File: src/rtl/rev_cascade_engine.sv
// Sequential reversible-gate cascade: applies a programmable list of NOT/CNOT/
// Toffoli/Fredkin gates, one per clock, forward or in reverse slot order.
module rev_cascade_engine #(
  parameter int WIDTH = 8,
  parameter int DEPTH = 8,
  parameter int IDX_W = (WIDTH > 1) ? $clog2(WIDTH) : 1,
  parameter int ADR_W = (DEPTH > 1) ? $clog2(DEPTH) : 1,
  parameter int LEN_W = $clog2(DEPTH + 1)
) (
  input  logic                   clk,
  input  logic                   rst,
  input  logic                   prog_we,
  input  logic [ADR_W-1:0]       prog_addr,
  input  logic [2+3*IDX_W-1:0]   prog_data,
  input  logic [LEN_W-1:0]       prog_len,
  input  logic                   in_valid,
  output logic                   in_ready,
  input  logic [WIDTH-1:0]       in_data,
  input  logic                   in_dir,
  output logic                   out_valid,
  input  logic                   out_ready,
  output logic [WIDTH-1:0]       out_data,
  output logic                   err
);

  localparam int PW = 2 + 3 * IDX_W;
  localparam logic [IDX_W:0] WLIM   = (IDX_W + 1)'(WIDTH);
  localparam logic [ADR_W:0] ALIM   = (ADR_W + 1)'(DEPTH);
  localparam logic [LEN_W-1:0] DLEN = LEN_W'(DEPTH);
  localparam logic [LEN_W-1:0] ONE  = LEN_W'(1);

  typedef enum logic [1:0] {IDLE, RUN, DONE} state_t;
  typedef enum logic [1:0] {OP_NOT, OP_CNOT, OP_TOF, OP_FRED} op_t;

  state_t           state, state_n;
  logic [WIDTH-1:0] data;
  logic [LEN_W-1:0] len, step, len_eff, pos;
  logic             dir, err_flag;
  logic [PW-1:0]    mem [DEPTH];

  logic [PW-1:0]    slot;
  op_t              op;
  logic [IDX_W-1:0] t, c1, c2;
  logic             idx_ok, legal, last;
  logic [WIDTH-1:0] gate_out;

  assign in_ready  = (state == IDLE);
  assign out_valid = (state == DONE);
  assign out_data  = data;
  assign err       = err_flag;

  assign len_eff = (prog_len > DLEN) ? DLEN : prog_len;
  assign last    = (step == len - ONE);
  assign pos     = dir ? (len - ONE - step) : step;
  assign slot    = mem[pos[ADR_W-1:0]];
  assign op      = op_t'(slot[PW-1:PW-2]);
  assign t       = slot[3*IDX_W-1:2*IDX_W];
  assign c1      = slot[2*IDX_W-1:IDX_W];
  assign c2      = slot[IDX_W-1:0];
  assign idx_ok  = ({1'b0, t} < WLIM) && ({1'b0, c1} < WLIM) && ({1'b0, c2} < WLIM);

  // Illegal gates leave the register untouched; legality is judged on the slot
  // fields alone so the err flag does not depend on the data being processed.
  always_comb begin
    gate_out = data;
    legal    = idx_ok;
    case (op)
      OP_NOT:  if (idx_ok) gate_out[t] = ~data[t];
      OP_CNOT: begin
        if (t == c1) legal = 1'b0;
        if (legal) gate_out[t] = data[t] ^ data[c1];
      end
      OP_TOF: begin
        if (t == c1 || t == c2 || c1 == c2) legal = 1'b0;
        if (legal) gate_out[t] = data[t] ^ (data[c1] & data[c2]);
      end
      default: begin
        if (c1 == t || c1 == c2 || t == c2) legal = 1'b0;
        if (legal && data[c1]) begin
          gate_out[t]  = data[c2];
          gate_out[c2] = data[t];
        end
      end
    endcase
  end

  always_comb begin
    state_n = state;
    case (state)
      IDLE:    if (in_valid) state_n = (len_eff == '0) ? DONE : RUN;
      RUN:     if (last) state_n = DONE;
      DONE:    if (out_ready) state_n = IDLE;
      default: state_n = IDLE;
    endcase
  end

  always_ff @(posedge clk) begin
    if (rst) state <= IDLE;
    else     state <= state_n;
  end

  always_ff @(posedge clk) begin
    if (rst) begin
      data     <= '0;
      len      <= '0;
      step     <= '0;
      dir      <= 1'b0;
      err_flag <= 1'b0;
    end else begin
      case (state)
        IDLE: if (in_valid) begin
          data     <= in_data;
          dir      <= in_dir;
          len      <= len_eff;
          step     <= '0;
          err_flag <= 1'b0;
        end
        RUN: begin
          data <= gate_out;
          step <= step + ONE;
          if (!legal) err_flag <= 1'b1;
        end
        default: ;
      endcase
    end
  end

  // Program memory has no reset so it survives rst; writes only land in IDLE.
  always_ff @(posedge clk) begin
    if (prog_we && state == IDLE && ({1'b0, prog_addr} < ALIM))
      mem[prog_addr] <= prog_data;
  end

endmodule
File: config.mk
export PLATFORM = sky130hd
export DESIGN_NAME = rev_cascade_engine
export DESIGN_NICKNAME = d
export VERILOG_FILES = /design/src/rtl/rev_cascade_engine.sv
export SDC_FILE = /design/constraint.sdc
export NUM_CORES = 1
export LEC_CHECK = 0
export ABC_AREA = 1
export ABC_CLOCK_PERIOD_IN_PS = 3500
export CORE_MARGIN = 4
export CORE_UTILIZATION = 60
export DETAILED_ROUTE_END_ITERATION = 12
export GPL_ROUTABILITY_DRIVEN = 0
export PLACE_DENSITY = 0.81
export SLEW_MARGIN = 20
export SYNTH_ARGS = -nofsm -noshare
export SYNTH_HDL_FRONTEND = slang
export SYNTH_SLANG_ARGS = --single-unit
export TNS_END_PERCENT = 20
File: constraint.sdc
create_clock -name clk -period 3.5 [get_ports clk]
set_clock_uncertainty 0.1 [all_clocks]
set_input_delay 0.7 -clock clk [delete_from_list [all_inputs] [get_ports clk]]
set_output_delay 0.7 -clock clk [all_outputs]
set_load 0.03 [all_outputs]
Word-level counts from Yosys, hierarchy flattened
Memory sizes are Yosys's and may differ from the RTL's.
Index checks and enable logic that the tools add are counted.
Widths: inputs -> output; s select.
{"block": "totals", "reg_bits": 20, "ram_bits": 88, "in_bits": 32, "out_inout_bits": 11, "mem_count": 1}
{"block": "classes", "add_sub_neg": 3, "n_lt_le_gt_ge": 6, "n_eq_ne": 16, "mux": 42, "bitwise": 4, "n_reduce_logical": 18}
{"name": "mem", "depth": 8, "word_bits": 11, "read_ports": 1, "rd_ports_with_merged_regs": 0, "wr": 1, "line_no": "39", "rtl": "logic [PW-1:0] mem [DEPTH];"}
{"cell": "$bwmux 8", "count": 5}
{"cell": "$mux 8", "count": 4}
{"cell": "$pmux 8 s3", "count": 1}
{"cell": "$pmux 8 s2", "count": 1}
{"cell": "$mux 1", "count": 15}
{"cell": "$eq 3x3->1", "count": 4}
{"cell": "$lt 3x4->1 const B", "count": 3}
{"cell": "$bmux 1 s3", "count": 3}
{"cell": "$mux 2", "count": 4}
{"cell": "$mux 4", "count": 2}
{"cell": "$pmux 4 s2", "count": 1}
{"cell": "$demux 1 s3", "count": 2}
{"cell": "$ge 3x1->1 const B", "count": 2}
{"cell": "$ne 2x2->1 const B", "count": 3}
{"cell": "$ne 3x3->1 const B", "count": 2}
{"cell": "$pmux 2 s3", "count": 1}
{"cell": "$reduce_and 3->1", "count": 2}
{"cell": "$ne 5x2->1 const B", "count": 1}
{"cell": "$reduce_and 5->1", "count": 1}
{"cell": "$add 4x1->4 const B", "count": 1}
{"cell": "$eq 2x1->1 const B", "count": 2}
{"cell": "$eq 2x2->1 const B", "count": 2}
{"cell": "$eq 4x4->1", "count": 1}
{"cell": "$gt 4x4->1 const B", "count": 1}
{"cell": "other kinds (16)", "count": 25}

Logic depth before layout (Yosys ltp)
An unclocked memory read counts as a cell.
{"block": "logic_depth", "word_depth": 13, "mapped_depth": 24}

Worst setup path before layout
OpenSTA, ideal clock, no wires.
{"block": "synth_path", "path_kind": "reg-to-reg", "start": "reg len[0]", "end": "reg data[0] (netlist: out_data[0])", "t_arrival_ns": 2.810, "setup_slack_ns": 0.474, "stages_incl_launch_ff": 23, "cell_sequence": "dfxtp_1 -> inv_1 -> ha_1 -> fa_1 -> nand2_1 -> o21ai_2 -> buf_2 -> nand3_2 -> nand2_2 -> nand3_2 -> nand3_1 -> nand2_1 -> nand2_1 -> nand2_1 -> nand2_4 -> nand2_8 -> buf_6 -> o21ai_1 -> inv_1 -> a21oi_1 -> nand2_1 -> nand2_1 -> a21oi_2"}
{"block": "synth_via", "elab_chain_len": 13, "elab_cells_between_ends": 56}
{"element": "start: declaration", "line_no": "37", "rtl": "logic [LEN_W-1:0] len, step, len_eff, pos;"}
{"element": "start signal: assignment", "line_no": "114", "rtl": "len <= len_eff;"}
{"element": "$sub 4x1->4 *", "line_no": "54", "rtl": "assign pos = dir ? (len - ONE - step) : step;"}
{"element": "$sub 3x3->3 *", "line_no": "54"}
{"element": "$mux 3 *", "line_no": "54"}
{"element": "$mem_v2 8x11 *"}
{"element": "$lt 3x4->1 (implied by the code) or $ge 3x1->1 (tied branches)"}
{"element": "$logic_and 1x1->1 (implied by the code)"}
{"element": "$mux 1 (implied by the code)"}
{"element": "$demux 1 s3"}
{"element": "$bwmux 8", "line_no": "80", "rtl": "gate_out[t] = data[c2];"}
{"element": "$bwmux 8", "line_no": "81", "rtl": "gate_out[c2] = data[t];"}
{"element": "$mux 8", "line_no": "79", "rtl": "if (legal && data[c1]) begin"}
{"element": "$pmux 8 s3", "line_no": "67", "rtl": "case (op)"}
{"element": "$pmux 8 s2", "line_no": "110", "rtl": "case (state)"}
{"element": "end signal: assignment", "line_no": "112", "rtl": "data <= in_data;"}
{"element": "end signal: assignment", "line_no": "119", "rtl": "data <= gate_out;"}
{"element": "end: declaration", "line_no": "36", "rtl": "logic [WIDTH-1:0] data;"}
Every way passes the cells marked *; elsewhere a longest branch is shown, timed or not. The select of a mux whose other input is x is not followed.
A chain may end at the register's enable or synchronous reset.

Worst setup path after layout
{"block": "layout_path", "start": "reg len[0]", "end": "reg data[4] (netlist: out_data[4])"}
Same word-level chain as after synthesis.

==> flow_metrics.py <==
metrics = {
    "power_and_ir_drop": {
        "finalPower_w": 0.00562,
        "total_leakage_power_nw": 3.20,
        "vdd_ir_drop_max_mv": 0.476,
        "powerDensity_nw_per_um2": 763,
    },
    "place": {
        "dp_cells": 951,
        "portBuffers": 42,
        "post-place-ws_ns": -0.0524,
        "place_area_um2": 6900,
        "dp_hpwl_mm": 10.7,
    },
    "detailed_routing": {
        "avgViaCountPerCell": 5.73,
        "route.detailed.drc": 0,
        "drt_iter0_markers": 604,
        "first_pass_iters": 7,
        "drtAntennaViolNets": 0,
        "wl_per_cell_um": 16.2,
        "wirelength_mm": 15.8,
        "vias": 5599,
    },
    "final_layout": {
        "final.fill_count": 751,
        "final_nets": 873,
        "multiInputGateArea_um2": 2890,
        "final_area_um2": 7370,
        "final_common_cell": "nand2_1",
        "final_cell_mix": "238 x nand2_1, 100 x nand3_1, 88 x edfxtp_1",
        "antenna_cells": 0,
        "drive_gt1_frac": 0.152,
        "stdcell_count": 977,
        "seqCellArea_um2": 3040,
        "area_growth_pct": 16.4,
    },
    "clocking": {
        "cts_buffers": 9,
        "cts_tree": "built",
        "cts.path.max_buffers": 2,
        "root_buffer": "clkbuf_8",
        "cts_max_level": 3,
        "clock-sinks": 108,
        "clk_latency_ns": 0.39,
        "path_clk_slew_ns": 0.10,
    },
    "synth": {
        "async_flop_share": 0,
        "synthFlopType": "edfxtp_1",
        "yosysWarningCount": 0,
        "syn_avg_cell_area_um2": 8.16,
        "synth_cell_types": 38,
        "syn_inst": 776,
        "synth_edf_count": 88,
        "synth_seq_cells": 108,
        "syn-num-nets": 813,
        "synth_top_area_share": 0.417,
        "netlist_area_um2": 6330,
        "ys_seq_area_frac": 0.481,
        "synth_top_area_cell": "edfxtp_1",
        "synth_area_leaders": "edfxtp_1 42%, nand2_1 14%, nand3_1 8.6%",
    },
    "timing": {
        "min_period_over_period": 0.973,
        "worst_slack_ns": 0.0946,
        "worst_slew_margin_rel": 0.568,
        "tightest_slew_ns": 0.645,
        "setup_viol": 0,
        "drv_slew": 0,
        "fmax_mhz": 294,
        "hold_viol": 0,
        "period_needed_ns": 3.41,
    },
    "worst_hold_path": {
        "hold_end": "err",
        "hold_start": "err",
        "hold_depth": 2,
        "worst_hold_path_type": "flop to flop",
    },
    "setup_path": {
        "critPathLaunchType": "flop",
        "ff2ff_path_depth": 21,
        "ff2ff_setup_slack_ns": 0.09,
        "slowest_stage": "fa_1",
        "crit_fanout": 12,
        "worstPathRequired_ns": 3.68,
        "cp_slowest_stage_delay_ns": 0.52,
        "crit_top_cell": "nand2_1",
        "critPathBufInv": 3,
        "critPathKind": "flop to flop",
        "path_cells": "buf_4 -> ha_2 -> fa_1 -> nand2_2 -> o21ai_4 -> buf_12 -> inv_8 -> nand3_1 -> nand2_1 -> nand3_2 -> nand2_4 -> nand2_1 -> nand3_1 -> nand3_2 -> nand2_4 -> o21ai_4 -> nand3_2 -> nand2_1 -> nand2_1 -> nand2_1 -> a21oi_2",
        "crit_path_end_kind": "flop",
        "r2r_start": "len[0]",
        "cp_top_family": "simple AND/OR/NAND/NOR gates",
        "timing.rr.end": "out_data[4]",
        "cp_data_arrival_time_ns": 3.59,
    },
    "global_route": {
        "antenna_found_initial": 0,
        "grt_pass1_wl_mm": 25.5,
        "grt_pass1_vias": 5370,
        "grt_overflow": 0,
        "track_usage": 0.256,
        "grt_max_degree": 44,
    },
    "job": {
        "cap_violations": 0,
    },
    "floorplanning": {
        "start_util": 0.613,
        "die_h_um": 111,
        "fp.coreArea_um2": 10300,
        "pin_count": 43,
        "die_w_um": 111,
        "rows": 37,
        "dieArea_um2": 12300,
    },
    "outcome": {
        "outcome": "completed",
    },
}
-- Yosys cell counts, types with 2 or more instances --
| master | number |
|---|---|
| nand2_1 | 244 |
| nand3_1 | 109 |
| inv_1 | 89 |
| edfxtp_1 | 88 |
| nor2_1 | 54 |
| a21oi_1 | 27 |
| o21ai_0 | 23 |
| dfxtp_1 | 20 |
| nand2_2 | 15 |
| nand2_4 | 12 |
| nand3_2 | 11 |
| inv_2 | 10 |
| o21ai_1 | 9 |
| a21oi_2 | 7 |
| buf_2 | 7 |
| buf_6 | 6 |
| xor2_1 | 6 |
| xnor2_1 | 5 |
| ha_1 | 4 |
| nor2_4 | 3 |
| nor3_1 | 3 |
| o21ai_2 | 3 |
| buf_8 | 2 |
| clkbuf_1 | 2 |
| nand3_4 | 2 |
| o21ai_4 | 2 |
| o22ai_1 | 2 |
-- power by group --
part	total (W)	internal (W)	switching, W
clock	0.000773	0.000338	0.000434
sequential	0.00153	0.00148	0.0000521
combinational	0.00332	0.00109	0.00223
-- repair_timing --
action                                  4_1_cts  5_1_grt
pin swaps                                     0        8
endpoints found under the setup margin        8        9
cloned                                        0        4
endpoints found under the hold margin         0        0
gates resized for setup                       3       34
hold buffers                                  0        0
setup buffers                                 0        6
-- worst max path at each step --
stage | start | to | slack (ns) | cells past startpoint
floorplan | len[0] | out_data[0] | 0.47 | 22
global route | len[0] | out_data[2] | -0.08 | 23
finish | len[0] | out_data[4] | 0.09 | 21
global placement | len[0] | out_data[4] | 0.11 | 21
CTS | len[0] | out_data[5] | 0.007 | 21
detailed placement | len[0] | out_data[5] | -0.05 | 21
-- state kept, by name, summed over array words and instances (netlist names) --
name	count
err	1
mem	88
dir	1
out_data	8
len	4
state	2
step	4
-- worst register-to-register path: cells and delay by family (launching register included) --
kind	cells	cell delay, ns
compound gates	3	0.54
fa+ha+maj	2	0.70
buf+inv	3	0.34
flops	1	0.34
simple gates	13	1.27
-- metal layers --
metal  part of all wire  global-route usage
met5                  0                   0
met3              0.088              0.0497
met4              0.032               0.110
met2               0.50               0.445
met1               0.38               0.309
-- layout make-up --
cell class | instances | area share
clock buffer | 10 | 0.0173
clock inverter | 6 | 0.0100
inverter | 99 | 0.0514
multi-input combinational | 552 | 0.391
sequential | 108 | 0.413
tap | 136 | 0.0231
timing repair buffer | 65 | 0.0925
timing repair inverter | 1 | 0.00119
-- cell families (layout without fill, tap and decap cells) --
kind of cell / Yosys count / in the layout / synth area share
compound gates: 78 / 78 / 0.0749
xor+xnor: 11 / 11 / 0.0152
fa+ha+maj: 5 / 5 / 0.0111
buf+inv: 117 / 181 / 0.0820
flops: 108 / 108 / 0.481
simple gates: 457 / 458 / 0.336
-- through the flow --
| stage | hold slack, ns | utilization | setup TNS, ns |
|---|---|---|---|
| after floorplan | 0.353 | - | 0 |
| after global placement | 0.357 | 0.668 | 0 |
| after detailed placement | 0.366 | 0.668 | -0.112 |
| after CTS | 0.381 | 0.689 | 0 |
| after global routing | 0.420 | 0.714 | -0.484 |
| final | 0.375 | 0.714 | 0 |
Power figures use the tool's default switching activity.
